**config.mk**
```make
export PLATFORM = sky130hd
export DESIGN_NAME = window_scheduler_flat
export DESIGN_NICKNAME = d
export VERILOG_FILES = /design/src/rtl/window_scheduler_if.sv /design/src/rtl/window_scheduler.sv /design/src/flat_wrapper.sv
export SDC_FILE = /design/constraint.sdc
export NUM_CORES = 1
export LEC_CHECK = 0
export CAP_MARGIN = 25
export CORE_ASPECT_RATIO = 0.8
export CORE_MARGIN = 4
export CORE_UTILIZATION = 40
export CTS_BUF_LIST = sky130_fd_sc_hd__clkbuf_8
export CTS_CLUSTER_DIAMETER = 100
export DETAILED_ROUTE_END_ITERATION = 10
export GPL_TIMING_DRIVEN = 0
export PLACE_DENSITY = 0.77
export SKIP_CTS_REPAIR_TIMING = 1
export SYNTH_ARGS = -nofsm -noshare
export SYNTH_HDL_FRONTEND = slang
export SYNTH_SLANG_ARGS = --single-unit
```
**constraint.sdc**
```tcl
create_clock -name clk -period 2.93 [get_ports clk]
set_clock_uncertainty 0.1 [all_clocks]
set_input_delay 0.4395 -clock clk [delete_from_list [all_inputs] [get_ports clk]]
set_output_delay 0.4395 -clock clk [all_outputs]
set_load 0.005 [all_outputs]
```
**src/rtl/window_scheduler_if.sv**
```systemverilog
// Handshake bundle between the window scheduler, the frame-buffer/capture side
// and the classifier. The master side is the scheduler itself.
interface window_scheduler_if;
   logic       frame_start;
   logic [9:0] rows_avail;
   logic       load_en;
   logic [8:0] addr;
   logic [4:0] load_row;
   logic [9:0] win_x;
   logic [9:0] win_y;
   logic       cls_start;
   logic       cls_done;
   logic       cls_face;
   logic [7:0] face_count;
   logic       busy;
   logic       frame_done;

   modport master (
      input  frame_start, rows_avail, cls_done, cls_face,
      output load_en, addr, load_row, win_x, win_y, cls_start,
             face_count, busy, frame_done
   );

   modport slave (
      output frame_start, rows_avail, cls_done, cls_face,
      input  load_en, addr, load_row, win_x, win_y, cls_start,
             face_count, busy, frame_done
   );
endinterface

```
**src/rtl/window_scheduler.sv**
```systemverilog
// Walks a WIN x WIN detection window over each frame in raster order, streams
// each window into the classifier, and counts faces per frame.
module window_scheduler #(
   parameter int FRAME_W = 640,
   parameter int FRAME_H = 480,
   parameter int WIN     = 20,
   parameter int STEP    = 4
) (
   input  logic               clk,
   input  logic               reset_n,
   window_scheduler_if.master bus
);

   typedef enum logic [2:0] {
      S_IDLE, S_WAIT_ROWS, S_LOAD, S_START, S_WAIT_CLS, S_ADVANCE, S_DONE
   } state_t;

   // Position arithmetic is 11 bits wide so sums never overflow the compares.
   localparam logic [10:0] WIN_W     = 11'(WIN);
   localparam logic [10:0] STEP_W    = 11'(STEP);
   localparam logic [10:0] X_MAX     = 11'(FRAME_W - WIN);
   localparam logic [10:0] Y_MAX     = 11'(FRAME_H - WIN);
   localparam logic [8:0]  ADDR_LAST = 9'(WIN - 1);
   localparam logic [4:0]  ROW_LAST  = 5'(WIN - 1);

   state_t      state, state_nx;
   logic        load_en_nx, cls_start_nx, busy_nx, frame_done_nx;
   logic [8:0]  addr_nx;
   logic [4:0]  row_nx;
   logic [9:0]  x_nx, y_nx;
   logic [7:0]  count_nx;
   logic [10:0] x_step, y_step;

   assign x_step = {1'b0, bus.win_x} + STEP_W;
   assign y_step = {1'b0, bus.win_y} + STEP_W;

   always_comb begin
      // NOTE: every variable gets a default before any branch so no path can infer a latch.
      state_nx      = state;
      load_en_nx    = 1'b0;
      cls_start_nx  = 1'b0;
      frame_done_nx = 1'b0;
      addr_nx       = bus.addr;
      row_nx        = bus.load_row;
      x_nx          = bus.win_x;
      y_nx          = bus.win_y;
      count_nx      = bus.face_count;

      if (bus.frame_start) begin
         // A new frame always wins, including over a same-cycle verdict.
         state_nx = S_WAIT_ROWS;
         addr_nx  = '0;
         row_nx   = '0;
         x_nx     = '0;
         y_nx     = '0;
         count_nx = '0;
      end else begin
         unique case (state)
            S_IDLE, S_DONE: state_nx = S_IDLE;
            S_WAIT_ROWS: begin
               if ({1'b0, bus.rows_avail} >= {1'b0, bus.win_y} + WIN_W) begin
                  state_nx   = S_LOAD;
                  load_en_nx = 1'b1;
                  addr_nx    = '0;
                  row_nx     = '0;
               end
            end
            S_LOAD: begin
               if (bus.addr == ADDR_LAST) begin
                  addr_nx = '0;
                  if (bus.load_row == ROW_LAST) begin
                     state_nx     = S_START;
                     cls_start_nx = 1'b1;
                  end else begin
                     row_nx     = bus.load_row + 5'd1;
                     load_en_nx = 1'b1;
                  end
               end else begin
                  addr_nx    = bus.addr + 9'd1;
                  load_en_nx = 1'b1;
               end
            end
            S_START: state_nx = S_WAIT_CLS;
            S_WAIT_CLS: begin
               if (bus.cls_done) begin
                  if (bus.cls_face && bus.face_count != 8'hFF) count_nx = bus.face_count + 8'd1;
                  state_nx = S_ADVANCE;
               end
            end
            S_ADVANCE: begin
               if (x_step <= X_MAX) begin
                  x_nx     = x_step[9:0];
                  state_nx = S_WAIT_ROWS;
               end else if (y_step > Y_MAX) begin
                  // Past the last row: keep the final window position visible.
                  state_nx      = S_DONE;
                  frame_done_nx = 1'b1;
               end else begin
                  x_nx     = '0;
                  y_nx     = y_step[9:0];
                  state_nx = S_WAIT_ROWS;
               end
            end
            default: state_nx = S_IDLE;
         endcase
      end

      busy_nx = !(state_nx inside {S_IDLE, S_DONE});
   end

   // NOTE: sequential state uses non-blocking assignments so all registers update together.
   always_ff @(posedge clk or negedge reset_n) begin
      if (!reset_n) begin
         state          <= S_IDLE;
         bus.load_en    <= 1'b0;
         bus.addr       <= '0;
         bus.load_row   <= '0;
         bus.win_x      <= '0;
         bus.win_y      <= '0;
         bus.cls_start  <= 1'b0;
         bus.face_count <= '0;
         bus.busy       <= 1'b0;
         bus.frame_done <= 1'b0;
      end else begin
         state          <= state_nx;
         bus.load_en    <= load_en_nx;
         bus.addr       <= addr_nx;
         bus.load_row   <= row_nx;
         bus.win_x      <= x_nx;
         bus.win_y      <= y_nx;
         bus.cls_start  <= cls_start_nx;
         bus.face_count <= count_nx;
         bus.busy       <= busy_nx;
         bus.frame_done <= frame_done_nx;
      end
   end

endmodule

```
**src/flat_wrapper.sv**
```systemverilog
// flat-port wrapper written by rule: the top's interface ports become plain ports
module window_scheduler_flat 
#(
   parameter int FRAME_W = 640,
   parameter int FRAME_H = 480,
   parameter int WIN     = 20,
   parameter int STEP    = 4
)
  (clk, reset_n, bus_frame_start, bus_rows_avail, bus_cls_done, bus_cls_face, bus_load_en, bus_addr, bus_load_row, bus_win_x, bus_win_y, bus_cls_start, bus_face_count, bus_busy, bus_frame_done);
  window_scheduler_if bus_i ();
  input  logic clk;
  input  logic reset_n;
  input wire logic [$bits(bus_i.frame_start)-1:0] bus_frame_start;
  input wire logic [$bits(bus_i.rows_avail)-1:0] bus_rows_avail;
  input wire logic [$bits(bus_i.cls_done)-1:0] bus_cls_done;
  input wire logic [$bits(bus_i.cls_face)-1:0] bus_cls_face;
  output wire logic [$bits(bus_i.load_en)-1:0] bus_load_en;
  output wire logic [$bits(bus_i.addr)-1:0] bus_addr;
  output wire logic [$bits(bus_i.load_row)-1:0] bus_load_row;
  output wire logic [$bits(bus_i.win_x)-1:0] bus_win_x;
  output wire logic [$bits(bus_i.win_y)-1:0] bus_win_y;
  output wire logic [$bits(bus_i.cls_start)-1:0] bus_cls_start;
  output wire logic [$bits(bus_i.face_count)-1:0] bus_face_count;
  output wire logic [$bits(bus_i.busy)-1:0] bus_busy;
  output wire logic [$bits(bus_i.frame_done)-1:0] bus_frame_done;
  assign bus_i.frame_start = bus_frame_start;
  assign bus_i.rows_avail = bus_rows_avail;
  assign bus_i.cls_done = bus_cls_done;
  assign bus_i.cls_face = bus_cls_face;
  assign bus_load_en = bus_i.load_en;
  assign bus_addr = bus_i.addr;
  assign bus_load_row = bus_i.load_row;
  assign bus_win_x = bus_i.win_x;
  assign bus_win_y = bus_i.win_y;
  assign bus_cls_start = bus_i.cls_start;
  assign bus_face_count = bus_i.face_count;
  assign bus_busy = bus_i.busy;
  assign bus_frame_done = bus_i.frame_done;
  window_scheduler #(.FRAME_W(FRAME_W), .FRAME_H(FRAME_H), .WIN(WIN), .STEP(STEP)) u_core (.clk(clk), .reset_n(reset_n), .bus(bus_i));
endmodule
```
# [After elaboration in Yosys (flattened, before gate mapping)]
# Cells that the tools add are included.
[totals] out_inout_bits=46 memories=0 rom_bits=0 latchBits=0 regBits=49 ramBits=0 input_bits=15
[op_classes] n_mul=0 reduce_logical=14 shifts=0 order_cmp=3 n_addsub=6 n_mux=42 bitwise=0 n_eq_ne=15 div_mod_pow=0
[op_table] operator="$mux 10" n=8
[op_table] operator="$mux 8" n=4
[op_table] operator="$mux 9" n=3
[op_table] operator="$add 10x3->11 const B" n=2
[op_table] operator="$mux 3" n=7
[op_table] operator="$mux 5" n=4
[op_table] operator="$pmux 9 s2" n=1
[op_table] operator="$pmux 3 s5" n=1
[op_table] operator="$mux 1" n=12
[op_table] operator="$add 10x5->11 const B" n=1
[op_table] operator="$ge 10x11->1" n=1
[op_table] operator="$gt 11x9->1 const B" n=1
[op_table] operator="$le 11x10->1 const B" n=1
[op_table] operator="$pmux 5 s2" n=1
[op_table] operator="$reduce_bool 2->1" n=5
[op_table] operator="$add 9x1->9 const B" n=1
[op_table] operator="$eq 3x3->1 const B" n=3
[op_table] operator="$eq 9x5->1 const B" n=1
[op_table] operator="$ne 3x2->1 const B" n=3
[op_table] operator="$add 8x1->8 const B" n=1
[op_table] operator="$ne 8x8->1 const B" n=1
[op_table] operator="$eq 3x2->1 const B" n=2
[op_table] operator="$reduce_and 3->1" n=2
[op_table] operator="$add 5x1->5 const B" n=1
[op_table] operator="11 further kinds" n=13

# [Depth between registers and ports, before layout]
[logic_depth] ltp_word=9 ltp_mapped=11 ltp_nobuf=10

# [Least setup slack after synthesis]
# OpenSTA, ideal clock, no wires.
[synth_path] path_type="register to register" from="reg u_core.bus.win_y[2]" to="reg u_core.bus.addr[0]" stages_incl_launch_ff=11 n_path_buf=0 setup_slack_ns=0.108 period_less_slack_ns=2.822 arrival_ns=2.657 path_cell_list="dfrtp_1 -> ha_1 -> o21ai_0 -> xor2_1 -> ha_1 -> a21o_1 -> a221oi_1 -> a21oi_1 -> a22oi_1 -> nor2b_1 -> mux2_2"
[synth_between] elab_chain_cells=4
[synth_rtl] element="from (decl)" line="window_scheduler_if.sv:20" text="output load_en, addr, load_row, win_x, win_y, cls_start,"
[synth_rtl] element="from (signal assigned)" line="window_scheduler.sv:130" text="bus.win_y <= y_nx;"
[synth_rtl] element="$add 10x5->11" line="window_scheduler.sv:61" text="if ({1'b0, bus.rows_avail} >= {1'b0, bus.win_y} + WIN_W) begin"
[synth_rtl] element="$ge 10x11->1" line="window_scheduler.sv:61"
[synth_rtl] element="$ne 3x2->1 (no source line)"
[synth_rtl] element="$reduce_and 2->1 (no source line)"
[synth_rtl] element="to (signal assigned)" line="window_scheduler.sv:127" text="bus.addr <= addr_nx;"
[synth_rtl] element="to (decl)" line="window_scheduler_if.sv:20"
# Every way passes these cells.
# A chain may end at the register's enable or synchronous reset.

# [Worst setup path after layout]
[layout_path] from="reg u_core.bus.win_y[5]" to="reg u_core.bus.load_row[3]"
[layout_between] elab_chain_cells=4
[layout_rtl] element="$add 10x5->11" line="window_scheduler.sv:61"
[layout_rtl] element="$ge 10x11->1" line="window_scheduler.sv:61"
[layout_rtl] element="$ne 3x2->1 (no source line)"
[layout_rtl] element="$reduce_and 4->1 (no source line)"
[layout_rtl] element="to (signal assigned)" line="window_scheduler.sv:128" text="bus.load_row <= row_nx;"
[layout_rtl] element="to (decl)" line="window_scheduler_if.sv:20"
# Every way passes these cells.

==> impl_metrics.ini <==
[outcome]
status = finished, final reports clean

[die]
row_count = 27
io_pins = 61
start_util_pct = 41.6
die_w_um = 103
coreArea_mm2 = 0.00693
dieArea_mm2 = 0.00863
die_y_um = 83.9

[cts]
cts_buffers = 5
cts_tree = yes
clkTransAtPathRegs_ns = 0.08
clock-sinks = 45
clk_latency_ns = 0.30
htreeDepth = 2
clk_path_buf_depth = 2
clockRootBuffer = clkbuf_8

[logic_synthesis]
synth-edff-count = 0
syn_area_mm2 = 0.00288
ys_seq_area_share_pct = 39.1
synthArstFlopShare_pct = 100
synthFlopType = dfrtp_1
avgSynthCellArea_um2 = 9.17
ys_ff_latch = 45
post_synth_num_cell_types = 62
yosys_warnings = 0
synth_cells = 314

[final_layout]
most-common-layout-cells = clkdlybuf4s50_1, dfrtp_1, a21oi_1, nor2_1, nand2_1
final_common_cell = clkdlybuf4s50_1
drive_gt1_share_pct = 15.1
final_nets = 421
syn2layout_area_growth_pct = 32.9
antenna_cells = 0
stdcell_count = 478

[setup_path]
r2r_end = u_core.bus.load_row[3]
path_buf_inv = 2
slowest_stage = dfrtp_1
rr_worst_depth = 12
critPathCaptureType = flop
crit_end = u_core.bus.load_row[3]
cpPeakStageDelay_ns = 0.39
cp_max_fo = 6
cp-start-kind = flop
crit_type = reg -> reg
cp_cell_sequence = buf_6 > nand3_1 > o21bai_1 > xor2_1 > ha_1 > and3_4 > a221oi_2 > a21oi_2 > a22oi_2 > buf_4 > nand2b_4 > a31oi_1
worstSetupStartpoint = u_core.bus.win_y[5]
required_ns = 3.05
critical-path-top-delay-family = compound AO/OA/AOI/OAI gates
r2r_slack_ns = 0.09
cp.arrival_ns = 2.96
r2r-start = u_core.bus.win_y[5]
path_depth = 12

[sta]
finalSetupViolCount = 0
max_slew_margin_pct = 53.1
tns_ns = 0
fmax_mhz = 352
min_period_ns = 2.84
finalCritPeriodShare_pct = 97.0
worst_pin_slew_ns = 0.698
fin_hold_ws_ns = 0.439
drv_slew = 0
fin_ws_ns = 0.0887
hold_viol = 0

[detailed_routing]
wl_mm = 7.40
via_per_inst = 5.59
via_count = 2670
ant_nets = 0
drt_first_pass_iters = 5
drc = 0
drt_iter0_markers = 124
routedWlPerCell_um = 15.5

[placement]
port-buffer-count = 53
dp_hpwl_mm = 5.12
finalWeightedCongestion = 0.858
dp_slack_ns = -0.503
dp_cells = 458

[power]
powerDensity_mw_per_mm2 = 315
p_leak_nw = 1.54
ir_drop_mv = 0.167

[global_routing]
grt_start_max_net_pins = 33
antenna_found_initial = 0
globalRouteOverflowTotal = 0
grt_pass1_vias = 2532
grt_pass1_wl_mm = 12.0
grt_use_total_pct = 17.1

[hold_path]
hold_path.class = reg -> reg

[run]
drv_cap = 0
[flip-flops by register name, indices dropped and copies added, names as in the netlist]
name and count:
u_core.bus.addr 9, u_core.bus.busy 1, u_core.bus.cls_start 1, u_core.bus.face_count 8, u_core.bus.frame_done 1, u_core.bus.load_en 1, u_core.bus.load_row 5, u_core.bus.win_x 8
u_core.bus.win_y 8, u_core.state 3
[metal layers]
metal / track usage (%) / wire (um) / vias up / share of wire (%)
met5: 0 / 0 / - / 0
met4: 4.00 / 46 / 0 / 0.62
met3: 3.43 / 422 / 5 / 5.7
li1: - / - / 1305 / -
met1: 24.6 / 3500 / 1283 / 47
met2: 26.3 / 3430 / 77 / 46
[logic make-up (layout without fill, tap and decap cells)]
family	count (synthesis)	in the layout	share of synthesized area, %
other cells	1	4	0.130
simple gates	132	132	25.6
compound gates	82	82	18.6
xor+xnor	16	16	5.13
fa+ha+maj	15	15	6.52
flops	45	45	39.1
mux	2	2	0.739
buf+inv	21	95	4.17
[final cells by class]
cell class | count | area (um2)
repair buffers | 67 | 646
clock inverters | 1 | 3.75
inverters | 4 | 15.0
multi-input cells | 251 | 1720
plain buffers | 17 | 121
well taps | 87 | 109
clock buffers | 6 | 82.6
fillers | 612 | 3100
flip-flops and latches | 45 | 1130
[cells in the mapped netlist, types with 2 or more instances]
cell type	n	share of area [%]
o21a_1	2	0.52
nor3b_1	2	0.52
nor3_1	8	1.4
buf_2	3	0.52
o31ai_1	2	0.52
nand3_2	3	1.0
buf_6	2	0.78
and3_1	8	1.7
a21oi_1	35	6.1
ha_1	15	6.5
or3_1	13	2.8
clkbuf_1	6	0.78
a21o_1	5	1.3
a31oi_1	8	1.7
dfrtp_1	45	39
nand2b_1	8	1.7
xor2_1	9	2.7
buf_4	6	1.6
nor4_1	4	0.87
o21ai_0	12	2.1
xnor2_1	6	1.8
nand4_1	7	1.5
inv_1	4	0.52
nor2_1	21	2.7
a211o_1	2	0.61
nor2b_1	6	1.3
or4_1	3	0.78
nand2_1	20	2.6
nand3_1	16	2.8
[metrics by stage]
stage | power [mW] | util [%] | area [um2]
floorplan | 0.731 | - | 2890
global placement | 0.793 | 51.0 | 3530
detailed placement | 0.800 | 51.2 | 3540
CTS | 1.19 | 52.4 | 3630
global route | 1.27 | 55.3 | 3830
finish | 1.20 | 55.3 | 3830
[worst min path at each step]
stage,startpoint,endpoint,slack (ns),depth (start not counted)
after floorplan,reset_n,u_core.bus.addr[0],0.04,0
after detailed placement,reset_n,u_core.bus.win_y[4],0.26,1
after CTS,reset_n,u_core.bus.load_row[4],-0.07,1
after global routing,u_core.bus.addr[8],u_core.bus.addr[8],0.46,1
after global placement,u_core.bus.addr[8],u_core.bus.addr[8],0.42,1
final,u_core.bus.addr[8],u_core.bus.addr[8],0.44,1
[worst reg2reg max path: cells and delay by family (launching register included)]
family / cells / cell delay (ns)
buffers and inverters: 2 / 0.32
XOR/XNOR: 1 / 0.16
AND/OR/NAND/NOR: 3 / 0.41
AO/OA/AOI/OAI: 5 / 1.08
adder cells (fa/ha/maj): 1 / 0.30
flip-flops: 1 / 0.39
[report_power, final]
group	total [mW]	switching, mW	internal, mW
clock network	0.389	0.205	0.184
logic	0.171	0.0903	0.0805
registers	0.645	0.0131	0.632
Note: power is estimated with default switching activity, not from simulation.
